===== src/rtl/raw10_encoder_if.sv =====
// raw10_encoder_if
//   Handshake bundle around the RAW10 packer.
//   Input side : frame_active, data_in[IN_DATA_WIDTH], in_valid  -> in_ready
//   Output side: data_out[OUT_DATA_WIDTH], out_valid            <- out_ready
//   modport slave  : the encoder itself
//   modport master : whoever feeds pixel groups and consumes byte pairs
interface raw10_encoder_if #(
  parameter int IN_DATA_WIDTH  = 64,
  parameter int OUT_DATA_WIDTH = 16
);
  logic                      frame_active;
  logic [IN_DATA_WIDTH-1:0]  data_in;
  logic                      in_valid;
  logic                      in_ready;
  logic [OUT_DATA_WIDTH-1:0] data_out;
  logic                      out_valid;
  logic                      out_ready;

  modport slave (
    input  frame_active, data_in, in_valid, out_ready,
    output in_ready, data_out, out_valid
  );

  modport master (
    output frame_active, data_in, in_valid, out_ready,
    input  in_ready, data_out, out_valid
  );
endinterface


===== src/rtl/raw10_encoder.sv =====
// raw10_encoder
//   Packs pairs of 4-pixel groups (10-bit pixels in 16-bit slots) into the
//   five 16-bit RAW10 byte pairs of a CSI-2 lane, byte1 in [15:8].
//   Ports:
//     txbyteclkhs  byte clock, all registers update on its rising edge
//     reset_n      synchronous active-low reset
//     bus          raw10_encoder_if.slave: frame_active/data_in/in_valid/in_ready
//                  on the pixel side, data_out/out_valid/out_ready on the lane side
//   Only IN_DATA_WIDTH = 64 and OUT_DATA_WIDTH = 16 are meaningful.
module raw10_encoder #(
  parameter int IN_DATA_WIDTH  = 64,
  parameter int OUT_DATA_WIDTH = 16
) (
  input  logic                  txbyteclkhs,
  input  logic                  reset_n,
  raw10_encoder_if.slave        bus
);

  typedef enum logic [2:0] {
    S0 = 3'd0,  // await group A
    S1 = 3'd1,
    S2 = 3'd2,  // await group B (or end of line)
    S3 = 3'd3,
    S4 = 3'd4
  } state_t;

  state_t                    state, state_nxt;
  logic [OUT_DATA_WIDTH-1:0] data_p1, data_nxt;
  logic                      vld_p1, vld_nxt;
  logic [3:0][9:0]           grp_a, grp_a_nxt;
  logic [3:0][9:0]           grp_b, grp_b_nxt;

  logic [IN_DATA_WIDTH-1:0]  din;
  logic [3:0][9:0]           in_px;
  logic                      advance;
  logic                      in_ready_c;
  logic                      accept;
  logic                      unused_slot_bits;

  function automatic logic [7:0] hb(input logic [9:0] p);
    return p[9:2];
  endfunction

  function automatic logic [7:0] lsb(input logic [3:0][9:0] g);
    return {g[3][1:0], g[2][1:0], g[1][1:0], g[0][1:0]};
  endfunction

  assign din = bus.data_in;

  // Upper six bits of every 16-bit slot carry no pixel information.
  assign unused_slot_bits = ^{din[63:58], din[47:42], din[31:26], din[15:10]};

  always_comb begin
    in_px = '0;
    for (int k = 0; k < 4; k++) begin
      in_px[k] = din[16*k +: 10];
    end
  end

  // The output register may only move when it is empty or being drained.
  assign advance    = ~vld_p1 | bus.out_ready;
  // Gated by reset_n so nothing is advertised while reset is held.
  assign in_ready_c = reset_n & bus.frame_active & advance &
                      ((state == S0) | (state == S2));
  assign accept     = bus.in_valid & in_ready_c;

  assign bus.in_ready  = in_ready_c;
  assign bus.data_out  = data_p1;
  assign bus.out_valid = vld_p1;

  always_comb begin
    state_nxt = state;
    data_nxt  = data_p1;
    vld_nxt   = vld_p1;
    grp_a_nxt = grp_a;
    grp_b_nxt = grp_b;
    if (advance) begin
      unique case (state)
        S0: begin
          if (accept) begin
            grp_a_nxt = in_px;
            data_nxt  = {hb(in_px[0]), hb(in_px[1])};
            vld_nxt   = 1'b1;
            state_nxt = S1;
          end else begin
            vld_nxt   = 1'b0;
          end
        end
        S1: begin
          data_nxt  = {hb(grp_a[2]), hb(grp_a[3])};
          vld_nxt   = 1'b1;
          state_nxt = S2;
        end
        S2: begin
          if (accept) begin
            grp_b_nxt = in_px;
            data_nxt  = {lsb(grp_a), hb(in_px[0])};
            vld_nxt   = 1'b1;
            state_nxt = S3;
          end else if (!bus.frame_active) begin
            // End of line with an odd group count: pad B with black pixels
            // so the line still closes on a 5-word boundary.
            grp_b_nxt = '0;
            data_nxt  = {lsb(grp_a), 8'h00};
            vld_nxt   = 1'b1;
            state_nxt = S3;
          end else begin
            vld_nxt   = 1'b0;
          end
        end
        S3: begin
          data_nxt  = {hb(grp_b[1]), hb(grp_b[2])};
          vld_nxt   = 1'b1;
          state_nxt = S4;
        end
        S4: begin
          data_nxt  = {hb(grp_b[3]), lsb(grp_b)};
          vld_nxt   = 1'b1;
          state_nxt = S0;
        end
        default: begin
          vld_nxt   = 1'b0;
          state_nxt = S0;
        end
      endcase
    end
  end

  // Output stage: registered byte pair, no combinational path from data_in.
  always_ff @(posedge txbyteclkhs) begin
    if (!reset_n) begin
      state   <= S0;
      vld_p1  <= 1'b0;
      data_p1 <= '0;
      grp_a   <= '0;
      grp_b   <= '0;
    end else begin
      state   <= state_nxt;
      vld_p1  <= vld_nxt;
      data_p1 <= data_nxt;
      grp_a   <= grp_a_nxt;
      grp_b   <= grp_b_nxt;
    end
  end

endmodule

===== src/flat_wrapper.sv =====
// flat-port wrapper written by rule: the top's interface ports become plain ports
module raw10_encoder_flat 
#(
  parameter int IN_DATA_WIDTH  = 64,
  parameter int OUT_DATA_WIDTH = 16
)
  (txbyteclkhs, reset_n, bus_frame_active, bus_data_in, bus_in_valid, bus_out_ready, bus_in_ready, bus_data_out, bus_out_valid);
  raw10_encoder_if #(.IN_DATA_WIDTH(IN_DATA_WIDTH), .OUT_DATA_WIDTH(OUT_DATA_WIDTH)) bus_i ();
  input  logic txbyteclkhs;
  input  logic reset_n;
  input wire logic [$bits(bus_i.frame_active)-1:0] bus_frame_active;
  input wire logic [$bits(bus_i.data_in)-1:0] bus_data_in;
  input wire logic [$bits(bus_i.in_valid)-1:0] bus_in_valid;
  input wire logic [$bits(bus_i.out_ready)-1:0] bus_out_ready;
  output wire logic [$bits(bus_i.in_ready)-1:0] bus_in_ready;
  output wire logic [$bits(bus_i.data_out)-1:0] bus_data_out;
  output wire logic [$bits(bus_i.out_valid)-1:0] bus_out_valid;
  assign bus_i.frame_active = bus_frame_active;
  assign bus_i.data_in = bus_data_in;
  assign bus_i.in_valid = bus_in_valid;
  assign bus_i.out_ready = bus_out_ready;
  assign bus_in_ready = bus_i.in_ready;
  assign bus_data_out = bus_i.data_out;
  assign bus_out_valid = bus_i.out_valid;
  raw10_encoder #(.IN_DATA_WIDTH(IN_DATA_WIDTH), .OUT_DATA_WIDTH(OUT_DATA_WIDTH)) u_core (.txbyteclkhs(txbyteclkhs), .reset_n(reset_n), .bus(bus_i));
endmodule

===== config.mk =====
export PLATFORM = sky130hd
export DESIGN_NAME = raw10_encoder_flat
export DESIGN_NICKNAME = d
export VERILOG_FILES = /design/src/rtl/raw10_encoder_if.sv /design/src/rtl/raw10_encoder.sv /design/src/flat_wrapper.sv
export SDC_FILE = /design/constraint.sdc
export NUM_CORES = 1
export LEC_CHECK = 0
export CAP_MARGIN = 40
export CORE_MARGIN = 4
export CORE_UTILIZATION = 54
export CTS_BUF_LIST = sky130_fd_sc_hd__clkbuf_8
export DETAILED_ROUTE_END_ITERATION = 6
export PLACE_DENSITY = 0.9
export REMOVE_ABC_BUFFERS = 1
export SLEW_MARGIN = 20
export SYNTH_ARGS = -nofsm -noshare
export SYNTH_HDL_FRONTEND = slang
export SYNTH_SLANG_ARGS = --single-unit

===== constraint.sdc =====
create_clock -name txbyteclkhs -period 4.7 [get_ports txbyteclkhs]
set_input_delay 0.47 -clock txbyteclkhs [delete_from_list [all_inputs] [get_ports txbyteclkhs]]
set_output_delay 0.47 -clock txbyteclkhs [all_outputs]
set_load 0.005 [all_outputs]

==> metrics.csv <==
stage;metric;value;unit
status;outcome;completed;
synth;area share of the largest cell type after synthesis;45.7;%
pwr;Comb power frac;15.1;%
pwr;Flop pwr share;48.4;%
cts;worst-skew pair later-pin latency;0.36;ns
cts;# Post-CTS Setup Buffers;0;
layout;Layout Nets;453;
grt;first-pass GRT wire length;13.6;mm
pwr;Power Dens Cells;334;mW/mm2
layout;# diodes;0;
grt;largest net degree at the start of global routing;41;
cts;clock tree sinks;76;
layout;number of fill cells;485;
synth;largest cells by area after synthesis;dfxtp_1 46%, a22o_1 8.4%, mux2i_1 7.8%, mux4_2 5.4%, mux2_2 5.1%;
pwr;Net Sw Power;0.350;mW
timing;Max Clock Freq;398;MHz
cts;Clock Root Buffer;clkbuf_8;
cts;hold buffers post-CTS;0;
die;Initial Util;55.9;%
worst_hold_path;kind of path behind the tightest hold check;flop to flop;
timing;Clock Skew;0.00686;ns
setup_path;reg2reg start;u_core.state[1];
synth;cell count after synthesis;330;
pwr;clock share of power;36.4;%
synth;dominant synthesized flop cell;dfxtp_1;
flow_run;max-capacitance violation count;0;
synth;Ys Warns;0;
die;Rows;28;
timing;final worst hold slack;0.475;ns
timing;period utilisation layout;53.5;%
pwr;P_int;1.06;mW
timing;Slew Limit Fails;0;
synth;syn avg cell area;10.1;um2
drt;DR WL/cell;18.1;um
setup_path;CP startpoint kind;primary input;
synth;ys async rst share;0;%
timing;Slew @ Worst Pin;0.709;ns
cts;CTS clk-pin slew, worst paths;0.07;ns
drt;DRT Pass-1 Iters;4;
drt;final wirelength;8.38;mm
synth;Seq/Total Area, Yosys;45.7;%
drt;vias post-DR;2826;
synth;Cell variety after synth;33;
timing;unrepaired setup endpoints after global routing;no;
setup_path;Critical Path RT;4.23;ns
timing;Fin. Hold Viols;0;
synth;commonest cells in the netlist;76 x dfxtp_1, 39 x nand2_1, 32 x a22o_1;
pwr;worst vdd ir;217;uV
cts;TritonCTS Buffers;9;
grt;GRT overflow;0;
die;die width;86.5;um
timing;min Tclk post-route;2.52;ns
setup_path;CP arrival;2.05;ns
synth;most common cell in the synthesized netlist;dfxtp_1;
layout;Synth-to-Final Area Change;26.5;%
grt;initial antenna violation count;0;
setup_path;Crit. Startpoint;reset_n;
cts;H-Tree Depth;3;
synth;Synth Register Bits;76;
layout;layout cells sized above 1;16.5;%
drt;First DRT Iteration DRCs;174;
die;io pins;87;
cts;CTS max path bufs;2;
drt;post-route ant nets;0;
die;Core Area;0.00596;mm2
synth;cell taking the most area after synthesis;dfxtp_1;
drt;Vias per Instance;6.09;
timing;worst rel slew slack;52.7;%
placed_design;gpl congestion;0.762;
synth;Syn Std Cell Area;0.00333;mm2
cts;PostCTS Resize Cnt;0;
timing;Total Neg Setup Slack;0;ns
setup_path;crit path to;bus_in_ready;
grt;vias in the first global route;2841;
pwr;Leak;1.55;nW
setup_path;CP Capture Type;output port;
die;Chip Height;86.5;um
timing;setup violators final;0;
grt;GRT Total Usage;23.3;%
setup_path;Crit Path Max Fanout;19;
drt;Post-route DRC;0;
setup_path;Reg2Reg Depth;6;
placed_design;IO Port Bufs;62;
setup_path;WS Path Type;primary input to output port;
die;area of the die;0.00749;mm2
synth;Post-synth EDFFs;0;
setup_path;reg2reg end;u_core.bus.data_out[9];
placed_design;Post-DP HPWL;5.20;mm
cts;CTS tree;done;
setup_path;Reg2Reg Setup Slack;2.65;ns
pwr;switch share;24.9;%
cells by family (layout without fill, tap and decap cells):
family / Yosys count / after routing / share of synthesized area (%)
simple gates: 83 / 83 / 11.2
buf+inv: 32 / 91 / 4.85
compound gates: 90 / 90 / 19.9
mux: 49 / 49 / 18.3
flops: 76 / 76 / 45.7
worst min path at each step:
stage,from,to,slack [ns],cells past startpoint
5_1_grt,u_core.grp_b[26],u_core.grp_b[26],0.49,1
2_1_floorplan,u_core.grp_b[38],u_core.grp_b[38],0.43,1
6_report,u_core.grp_b[17],u_core.grp_b[17],0.47,1
3_5_place_dp,u_core.grp_b[18],u_core.grp_b[18],0.45,1
3_3_place_gp,u_core.grp_b[25],u_core.grp_b[25],0.45,1
4_1_cts,u_core.grp_b[26],u_core.grp_b[26],0.48,1
registers in the layout, indices dropped and copies added, names as in the netlist:
signal / flops
u_core.grp_b: 32
u_core.grp_a: 24
u_core.bus.data_out: 16
u_core.state: 3
u_core.bus.out_valid: 1
layout make-up:
type | count | area, um2 | area share [%]
multi-input combinational | 222 | 1670 | 39.7
sequential | 76 | 1520 | 36.1
clock buffer | 11 | 151 | 3.59
tap | 75 | 93.8 | 2.23
clock inverter | 5 | 51.3 | 1.22
timing repair buffer | 73 | 714 | 17.0
inverter | 2 | 7.51 | 0.178
per-stage QoR:
stage          cells  power [mW]  cell area, um2  setup WS, ns  util (%)
6_report         464        1.41            4210          2.18      70.8
4_1_cts          464        1.41            4210          2.19      70.8
2_1_floorplan    300       0.794            3180          1.67         -
3_3_place_gp     445       0.899            3980          1.93      66.8
3_5_place_dp     448       0.908            4010          2.10      67.4
5_1_grt          464        1.46            4210          2.12      70.8
critical path, stage by stage:
cell and delay (ns):
clkdlybuf4s50_1 0.46, buf_4 0.23, nand2_1 0.18, nor3_1 0.18, clkdlybuf4s50_1 0.53
cell usage in the layout, fill, tap and decap left out, types with 2 or more instances in the layout:
cell,count
nor4_4,2
o21ai_0,17
a31o_2,8
a22o_1,32
mux4_2,8
clkinv_2,2
dfxtp_1,76
a221oi_1,8
a31oi_1,14
clkdlybuf4s50_1,62
buf_4,9
nor2b_1,2
nor2_1,30
clkbuf_8,11
mux2i_1,26
mux2_2,15
nand2_1,39
inv_1,2
nand2b_1,3
a21oi_1,7
power by group through the flow:
stage               combinational (mW)  clock [mW]  sequential, mW
floorplan                       0.0937           0           0.700
global placement                 0.203           0           0.696
detailed placement               0.212           0           0.696
CTS                              0.213       0.515           0.681
global route                     0.230       0.543           0.684
finish                           0.213       0.512           0.681
layer usage:
layer	track usage, %	up-vias	routed length [um]
met2	38.2	130	3940
met4	10.5	0	157
met5	0	-	0
met3	6.37	16	719
met1	28.7	1362	3570
li1	-	1318	-
Power figures use the tool's default switching activity.
